$ cat config.mk
export PLATFORM = sky130hd
export DESIGN_NAME = wb_fetch_scheduler
export DESIGN_NICKNAME = d
export VERILOG_FILES = /design/src/rtl/wb_fetch_scheduler_pkg.sv /design/src/rtl/wb_fetch_scheduler_rr_arbiter3.sv /design/src/rtl/wb_fetch_scheduler.sv
export SDC_FILE = /design/constraint.sdc
export NUM_CORES = 1
export LEC_CHECK = 0
export CAP_MARGIN = 20
export CORE_ASPECT_RATIO = 1.1
export CORE_UTILIZATION = 35
export DETAILED_ROUTE_END_ITERATION = 7
export GPL_TIMING_DRIVEN = 0
export PLACE_DENSITY = 0.63
export REMOVE_ABC_BUFFERS = 1
export SYNTH_ARGS = -nofsm -noshare
export SYNTH_HDL_FRONTEND = slang
export SYNTH_SLANG_ARGS = --single-unit
$ cat constraint.sdc
create_clock -name clock_i -period 35.6 [get_ports clock_i]
set_clock_uncertainty 0.1 [all_clocks]
set_input_delay 10.68 -clock clock_i [delete_from_list [all_inputs] [get_ports clock_i]]
set_output_delay 10.68 -clock clock_i [all_outputs]
set_load 0.02 [all_outputs]
$ cat src/rtl/wb_fetch_scheduler_pkg.sv
`default_nettype none
// ============================================================================
// wb_fetch_scheduler_pkg : channel ids and FSM encoding for the WB fetch path
// Revision 1.0
// ============================================================================
package wb_fetch_scheduler_pkg;

  localparam int CH_IDX    = 0;
  localparam int CH_UNIQ   = 1;
  localparam int CH_REP    = 2;
  localparam int NUM_WB_CH = 3;

  typedef logic [1:0] fetch_state_t;

  localparam logic [1:0] FS_IDLE = 2'd0;
  localparam logic [1:0] FS_ARB  = 2'd1;
  localparam logic [1:0] FS_WAIT = 2'd2;
  localparam logic [1:0] FS_DONE = 2'd3;

  function automatic logic [1:0] rr_next(input logic [1:0] ch);
    return (ch >= 2'd2) ? 2'd0 : ch + 2'd1;
  endfunction

endpackage
`default_nettype wire

$ cat src/rtl/wb_fetch_scheduler_rr_arbiter3.sv
`default_nettype none
// ============================================================================
// wb_fetch_scheduler_rr_arbiter3 : 3-way round-robin pick, first request after last
// Revision 1.0
// ============================================================================
module wb_fetch_scheduler_rr_arbiter3
  import wb_fetch_scheduler_pkg::*;
(
  input  logic [2:0] req_i,
  input  logic [1:0] last_i,
  output logic [1:0] gnt_idx_o,
  output logic       any_o
);

  logic [3:0] req_ext;
  logic [1:0] cand1;
  logic [1:0] cand2;
  logic [1:0] cand3;

  assign req_ext = {1'b0, req_i};
  assign cand1   = rr_next(last_i);
  assign cand2   = rr_next(cand1);
  assign cand3   = rr_next(cand2);
  assign any_o   = |req_i;

  always_comb begin
    gnt_idx_o = cand1;
    if (req_ext[cand1]) begin
      gnt_idx_o = cand1;
    end else if (req_ext[cand2]) begin
      gnt_idx_o = cand2;
    end else if (req_ext[cand3]) begin
      gnt_idx_o = cand3;
    end
  end

endmodule
`default_nettype wire

$ cat src/rtl/wb_fetch_scheduler.sv
`default_nettype none
// ============================================================================
// wb_fetch_scheduler : shares the WB SRAM read port among the index, delta and
// repetition weight streams with one outstanding read and 1-word buffers.
// Revision 1.0
// ============================================================================
module wb_fetch_scheduler
  import wb_fetch_scheduler_pkg::*;
#(
  parameter int WORD_W = 64,
  parameter int ADDR_W = 32,
  parameter int CNT_W  = 16
) (
  input  logic                  clock_i,
  input  logic                  reset_i,
  input  logic                  start_i,
  input  logic [ADDR_W-1:0]     idx_start_addr_i,
  input  logic [ADDR_W-1:0]     uniq_start_addr_i,
  input  logic [ADDR_W-1:0]     rep_start_addr_i,
  input  logic [3*CNT_W-1:0]    ch_len_i,
  output logic                  WB_SRAM_read_o,
  output logic [ADDR_W-1:0]     WB_SRAM_address_o,
  input  logic                  WB_SRAM_ready_i,
  input  logic [WORD_W-1:0]     WB_SRAM_in_i,
  output logic [2:0]            rsp_valid_o,
  input  logic [2:0]            rsp_ready_i,
  output logic [3*WORD_W-1:0]   rsp_data_o,
  output logic                  busy_o,
  output logic                  finished_o
);

  fetch_state_t      state_q, state_d;
  logic [1:0]        rr_q, rr_d;
  logic [1:0]        gnt_q, gnt_d;
  logic [ADDR_W-1:0] addr_q, addr_d;

  logic [ADDR_W-1:0] base    [NUM_WB_CH];
  logic [ADDR_W-1:0] ptr_all [NUM_WB_CH];
  logic [2:0]        rem_nz;
  logic [2:0]        elig;
  logic [1:0]        arb_gnt;
  logic              arb_any;
  logic              load;
  logic              capture;

  assign base[CH_IDX]  = idx_start_addr_i;
  assign base[CH_UNIQ] = uniq_start_addr_i;
  assign base[CH_REP]  = rep_start_addr_i;

  assign load    = (state_q == FS_IDLE) && start_i;
  assign capture = (state_q == FS_WAIT) && WB_SRAM_ready_i;
  assign elig    = rem_nz & ~rsp_valid_o;

  for (genvar i = 0; i < NUM_WB_CH; i++) begin : g_ch
    logic [ADDR_W-1:0] ptr_q, ptr_d;
    logic [CNT_W-1:0]  rem_q, rem_d;
    logic [WORD_W-1:0] buf_q, buf_d;
    logic              vld_q, vld_d;
    logic              hit;

    assign hit = capture && (gnt_q == 2'(i));

    // a fresh capture always wins over a same-cycle consumer accept
    always_comb begin
      ptr_d = ptr_q;
      rem_d = rem_q;
      buf_d = buf_q;
      vld_d = vld_q;
      if (vld_q && rsp_ready_i[i]) begin
        vld_d = 1'b0;
      end
      if (load) begin
        ptr_d = base[i];
        rem_d = ch_len_i[i*CNT_W +: CNT_W];
      end else if (hit) begin
        ptr_d = ptr_q + ADDR_W'(1);
        rem_d = (rem_q != '0) ? rem_q - CNT_W'(1) : rem_q;
        buf_d = WB_SRAM_in_i;
        vld_d = 1'b1;
      end
    end

    always_ff @(posedge clock_i or posedge reset_i) begin
      if (reset_i) begin
        ptr_q <= '0;
        rem_q <= '0;
        buf_q <= '0;
        vld_q <= 1'b0;
      end else begin
        ptr_q <= ptr_d;
        rem_q <= rem_d;
        buf_q <= buf_d;
        vld_q <= vld_d;
      end
    end

    assign ptr_all[i]                    = ptr_q;
    assign rem_nz[i]                     = (rem_q != '0);
    assign rsp_valid_o[i]                = vld_q;
    assign rsp_data_o[i*WORD_W +: WORD_W] = buf_q;
  end

  wb_fetch_scheduler_rr_arbiter3 u_arb (
    .req_i     (elig),
    .last_i    (rr_q),
    .gnt_idx_o (arb_gnt),
    .any_o     (arb_any)
  );

  always_comb begin
    state_d = state_q;
    rr_d    = rr_q;
    gnt_d   = gnt_q;
    addr_d  = addr_q;
    case (state_q)
      FS_IDLE: if (start_i) state_d = FS_ARB;
      FS_ARB: begin
        if (arb_any) begin
          gnt_d   = arb_gnt;
          addr_d  = ptr_all[arb_gnt];
          state_d = FS_WAIT;
        end else if ((rem_nz == 3'b000) && (rsp_valid_o == 3'b000)) begin
          state_d = FS_DONE;
        end
      end
      FS_WAIT: begin
        if (WB_SRAM_ready_i) begin
          rr_d    = gnt_q;
          state_d = FS_ARB;
        end
      end
      FS_DONE: state_d = FS_IDLE;
      default: state_d = FS_IDLE;
    endcase
  end

  always_ff @(posedge clock_i or posedge reset_i) begin
    if (reset_i) begin
      state_q <= FS_IDLE;
      rr_q    <= 2'd2;
      gnt_q   <= 2'd0;
      addr_q  <= '0;
    end else begin
      state_q <= state_d;
      rr_q    <= rr_d;
      gnt_q   <= gnt_d;
      addr_q  <= addr_d;
    end
  end

  assign WB_SRAM_read_o    = (state_q == FS_WAIT);
  assign WB_SRAM_address_o = (state_q == FS_WAIT) ? addr_q : '0;
  assign busy_o            = (state_q == FS_ARB) || (state_q == FS_WAIT);
  assign finished_o        = (state_q == FS_DONE);

endmodule
`default_nettype wire

## Word-level counts from Yosys, hierarchy flattened

Index checks and enable logic that the tools add are counted.

- $add $sub $neg: 9
- $mul: 0
- Div/mod/pow operators: 0
- Magnitude comparators: 7
- Equality and inequality tests: 8
- Shift-type cells: 0
- Muxes and demuxes: 45
- Bitwise gates (word level): 4
- Reductions and logical operators: 33

Operators with widths:

| cell | number |
|---|---|
| $mux 32 | 9 |
| $mux 16 | 9 |
| $add 32x1->32 const B | 3 |
| $bmux 32 s2 | 1 |
| $reduce_bool 16->1 | 3 |
| $sub 16x1->16 const B | 3 |
| $mux 2 | 10 |
| $reduce_and 2->1 | 8 |
| $mux 1 | 12 |
| $reduce_bool 2->1 | 6 |
| $logic_and 1x1->1 | 9 |
| $lt 2x3->1 const B | 3 |
| $pmux 2 s4 | 1 |
| $add 2x1->2 const B | 3 |
| $bmux 1 s2 | 3 |
| $eq 2x2->1 const B | 3 |
| $ge 2x2->1 const B | 3 |
| $logic_not 3->1 | 2 |
| $eq 2x1->1 const B | 2 |
| $logic_not 2->1 | 2 |
| $and 3x3->3 | 1 |
| $ge 3x3->1 const B | 1 |
| $ne 3x3->1 const B | 1 |
| $not 2->3 | 1 |
| other kinds (7) | 7 |

- Bits in registers: 377
- Bits in latches: 0
- RAM bits: 0
- Bits in read-only memories: 0
- Word-level logic and storage cells: 122
- Memories kept: 0

## Logic depth before layout (Yosys ltp)

- Depth in word-level cells: 15
- Mapped depth: 10
- Gate-level depth less buffers: 7

## By module

A second synthesis with hierarchy kept.

- Cell total of the unflattened synthesis: 1,637
- Area total of the unflattened synthesis: 17,744.5 um^2

Modules (own cells, without submodules):

| module | instances | cells an instance | area each (um^2) | sequential area each (um^2) |
|---|---|---|---|---|
| wb_fetch_scheduler | 1 | 1,626 | 17,669.4 | 9,435.3 |
| wb_fetch_scheduler_rr_arbiter3 | 1 | 11 | 75.1 | 0.0 |

## Least setup slack after synthesis

Ideal clock, no wire load.

- Path type: input to register
- From: in WB_SRAM_ready_i
- To: reg g_ch[0].buf_q[0]
- Library setup time: 0.125 ns
- Arrival time: 12.139 ns
- Required time: 35.375 ns
- Setup slack: 23.237 ns
- Cell stages on the path: 6
- Cells stage by stage: buf_2 and4bb_2 nand2_1 clkbuf_1 clkbuf_1 mux2_2

- Longest elaborated chain between the ends: 3

RTL lines:

| what | line | text |
|---|---|---|
| start, declared | wb_fetch_scheduler.sv:23 | `input logic WB_SRAM_ready_i,` |
| $logic_and 1x1->1 | wb_fetch_scheduler.sv:51 | `assign capture = (state_q == FS_WAIT) && WB_SRAM_ready_i;` |
| $logic_and 1x1->1 | wb_fetch_scheduler.sv:61 | `assign hit = capture && (gnt_q == 2'(i));` |
| $reduce_and 2->1 (no line) | n/a |  |
| end signal, assigned | wb_fetch_scheduler.sv:92 | `buf_q <= buf_d;` |
| end, declared | wb_fetch_scheduler.sv:57 | `logic [WORD_W-1:0] buf_q, buf_d;` |

No other way between the ends.
A chain may end at the register's enable or synchronous reset.

## Worst setup path in the final report

- From: reg state_q[0]
- To: out WB_SRAM_address_o[25]

- Longest elaborated chain between the ends: 2

RTL lines:

| what | line | text |
|---|---|---|
| start, declared | wb_fetch_scheduler.sv:32 | `fetch_state_t state_q, state_d;` |
| start signal, assigned | wb_fetch_scheduler.sv:144 | `state_q <= state_d;` |
| $eq 2x2->1 | wb_fetch_scheduler.sv:152 | `assign WB_SRAM_address_o = (state_q == FS_WAIT) ? addr_q : '0;` |
| $mux 32 | wb_fetch_scheduler.sv:152 |  |
| end, declared | wb_fetch_scheduler.sv:22 | `output logic [ADDR_W-1:0] WB_SRAM_address_o,` |

No other way between the ends.

==> impl_metrics.ini <==
[route]
vias = 14800
first_pass_iters = 5
drt_iter0_markers = 1119
wl_um = 61100
drc = 0
viasPerCell = 5.33
ant_nets = 0
wire_per_inst_um = 22.0

[global_route]
antenna_found_initial = 11
track_usage_pct = 23.0
first_global_vias = 15400
gr-total-overflow = 0
grt_max_degree = 128
grt_pass1_wl_um = 92400

[floorplan]
die_x_um = 219
die_y_um = 241
dieArea_sq_um = 52800
rows = 87
initial_core_util_pct = 35.4
fp.coreArea_sq_um = 51300
ios = 445

[clocking]
cts_tree = built
postCtsHoldBufs = 0
cts_buffers = 43
cts-htree-levels = 2
post_cts_resized = 0
post_cts_buffers = 0
clk_pin_slew_ns = 0.06
cts.path.max_buffers = 3
clkLatencyLatePin_ns = 0.58
cts_root_buf = clkbuf_16
clock-sinks = 377

[timing]
setup_viol = 0
whs_ns = 0.404
fin_crit_ns = 13.57
min_period_over_period_pct = 38.1
rsz0062_at_grt = no
finalSetupTns_ns = 0
relSlewSlack_pct = 37.9
fmax_ghz = 0.0737
worst_pin_slew_ns = 0.931
slew_violations = 0
hold_viol_final = 0

[power]
p_comb_share_pct = 43.0
switching_share_pct = 39.1
vdd.ir_drop.worst_uv = 55.4
pwr-share-clk_pct = 20.8
leakagePower_nw = 9.70
p_sw_mw = 0.848
powerDensity_nw_per_um2 = 87.1
p_seq_share_pct = 36.2
internal_power_mw = 1.32

[critical_path]
worstRegToRegCells = 7
crit_required_ns = 24.82
crit_chain = inv_1 -> ha_1 -> buf_16 -> and2_1 -> clkdlybuf4s50_1
cp_top_family = buffers and inverters
worstSetupEndpointType = primary output
worst-path-buf-inv = 3
critical_path.max_fanout = 29
crit_type = register to primary output
startpoint_type = register
cp.depth = 5
arrival_ns = 2.79
critPathSlowestCell = clkdlybuf4s50_1
max_stage_delay_ns = 0.64

[placed_design]
hpwlAfterDp_um = 44700
placed_cell_area_sq_um = 23500
portBuffers = 444
routabilityCongestion = 0.871

[logic_synthesis]
synth-edff-count = 0
yosysWarnings = 0
seq_area_frac_synth_pct = 52.0
ys.flop_type = dfrtp_1
ys_types = 61
syn_area_sq_um = 18100
synthArstFlopShare_pct = 100
avgSynthCellArea_sq_um = 10.8
syn_inst = 1682
ys_ff_latch = 377

[final_layout]
fin_util_pct = 48.6
fillers = 4667
area_growth_pct = 37.3
stdcell_area_sq_um = 24900
layout.nets = 2307
drive_gt1_share_pct = 15.2

[worst_hold_path]
hp-class = register to register
holdPathStages = 1

[run_status]
status = finished, final reports clean

[flow_run]
maxCapViolations = 0
==> kinds of logic after synthesis <==
logic type	after synthesis	synth area share, %
buffers and inverters	134	3.07
adders and majority gates	10	0.690
DFF	377	52.0
and+or+nand+nor	659	20.6
xor gates and xnor gates	120	5.79
muxes	195	12.1
AOI/OAI and AO/OA	187	5.77
==> routing by layer <==
layer	GRT usage [%]	vias up	routed length, um
met5	0	-	117
met4	8.52	18	2090
met3	7.44	107	5260
met2	38.1	520	29300
met1	27.7	7327	24400
li1	-	6871	-
==> final timing paths <==
kind / startpoint / end / slack (ns)
min in group asynchronous: reset_i / g_ch[1].buf_q[18] / 10.46
max reg2reg: state_q[0] / g_ch[1].buf_q[23] / 31.71
max in group asynchronous: reset_i / g_ch[0].buf_q[8] / 23.50
max: state_q[0] / WB_SRAM_address_o[25] / 22.03
min: g_ch[0].buf_q[2] / g_ch[0].buf_q[2] / 0.40
min reg2reg: g_ch[0].buf_q[2] / g_ch[0].buf_q[2] / 0.40
==> cell usage after synthesis, types with 11 or more instances <==
master      n  share of area [%]
and2_1     39                1.3
mux2_2    193                 12
nor4_1    116                4.0
nor3b_1    34                1.4
and3_1     20               0.69
nor3_1     56                1.5
or3_1      12               0.41
dfrtp_1   376                 52
inv_1      25               0.52
buf_2      28               0.77
a21oi_1    11               0.30
nand3_1    58                1.6
a31oi_1    19               0.66
clkbuf_1   72                1.5
o21ai_1    34               0.94
xnor2_1    63                3.0
xor2_1     57                2.8
o21ai_0    95                2.6
nand4_1    41                1.4
nand2_1   165                3.4
nor2_1     51                1.1
==> registers in the layout, summed over array words and instances (netlist names) <==
register,count
state_q,2
g_ch.vld_q,3
rr_q,2
gnt_q,2
addr_q,32
g_ch.ptr_q,96
g_ch.buf_q,192
g_ch.rem_q,48
==> power by group through the flow <==
stage | Sequential (mW) | Clock, mW | Combinational [mW]
3_5_place_dp | 0.785 | 0 | 0.932
5_1_grt | 0.812 | 0.478 | 1.00
3_3_place_gp | 0.779 | 0 | 0.919
6_report | 0.784 | 0.452 | 0.933
2_1_floorplan | 0.866 | 0 | 0.416
4_1_cts | 0.783 | 0.462 | 0.938
==> stage by stage <==
step,setup slack (ns),instances,total power [mW]
after floorplan,13.24,1573,1.28
final,22.03,2785,2.17
after global routing,21.91,2784,2.29
after global placement,-0.230,2684,1.70
after detailed placement,21.49,2704,1.72
after CTS,22.00,2783,2.18
==> final cells by class <==
type | instances | area, sq um | share of cell area, %
clock buffer | 62 | 1220 | 4.89
tap | 667 | 835 | 3.35
sequential | 377 | 9440 | 37.9
clock inverter | 17 | 203 | 0.814
timing repair buffer | 464 | 4900 | 19.7
multi-input combinational | 1171 | 8210 | 33.0
antenna | 2 | 5.00 | 0.0201
inverter | 25 | 101 | 0.407
==> layout by cell type, fill, tap and decap left out, drive strengths merged, types with 35 or more instances in the layout <==
cell and instances:
nor2 52, nand3 58, nand2 165, clkdlybuf4s50 444, xnor2 63, nor3 66
and2 40, mux2 193, nor4 126, nand4 44, clkbuf 62, xor2 57
o21ai 130, dfrtp 376, nor3b 35
Power figures use the tool's default switching activity.
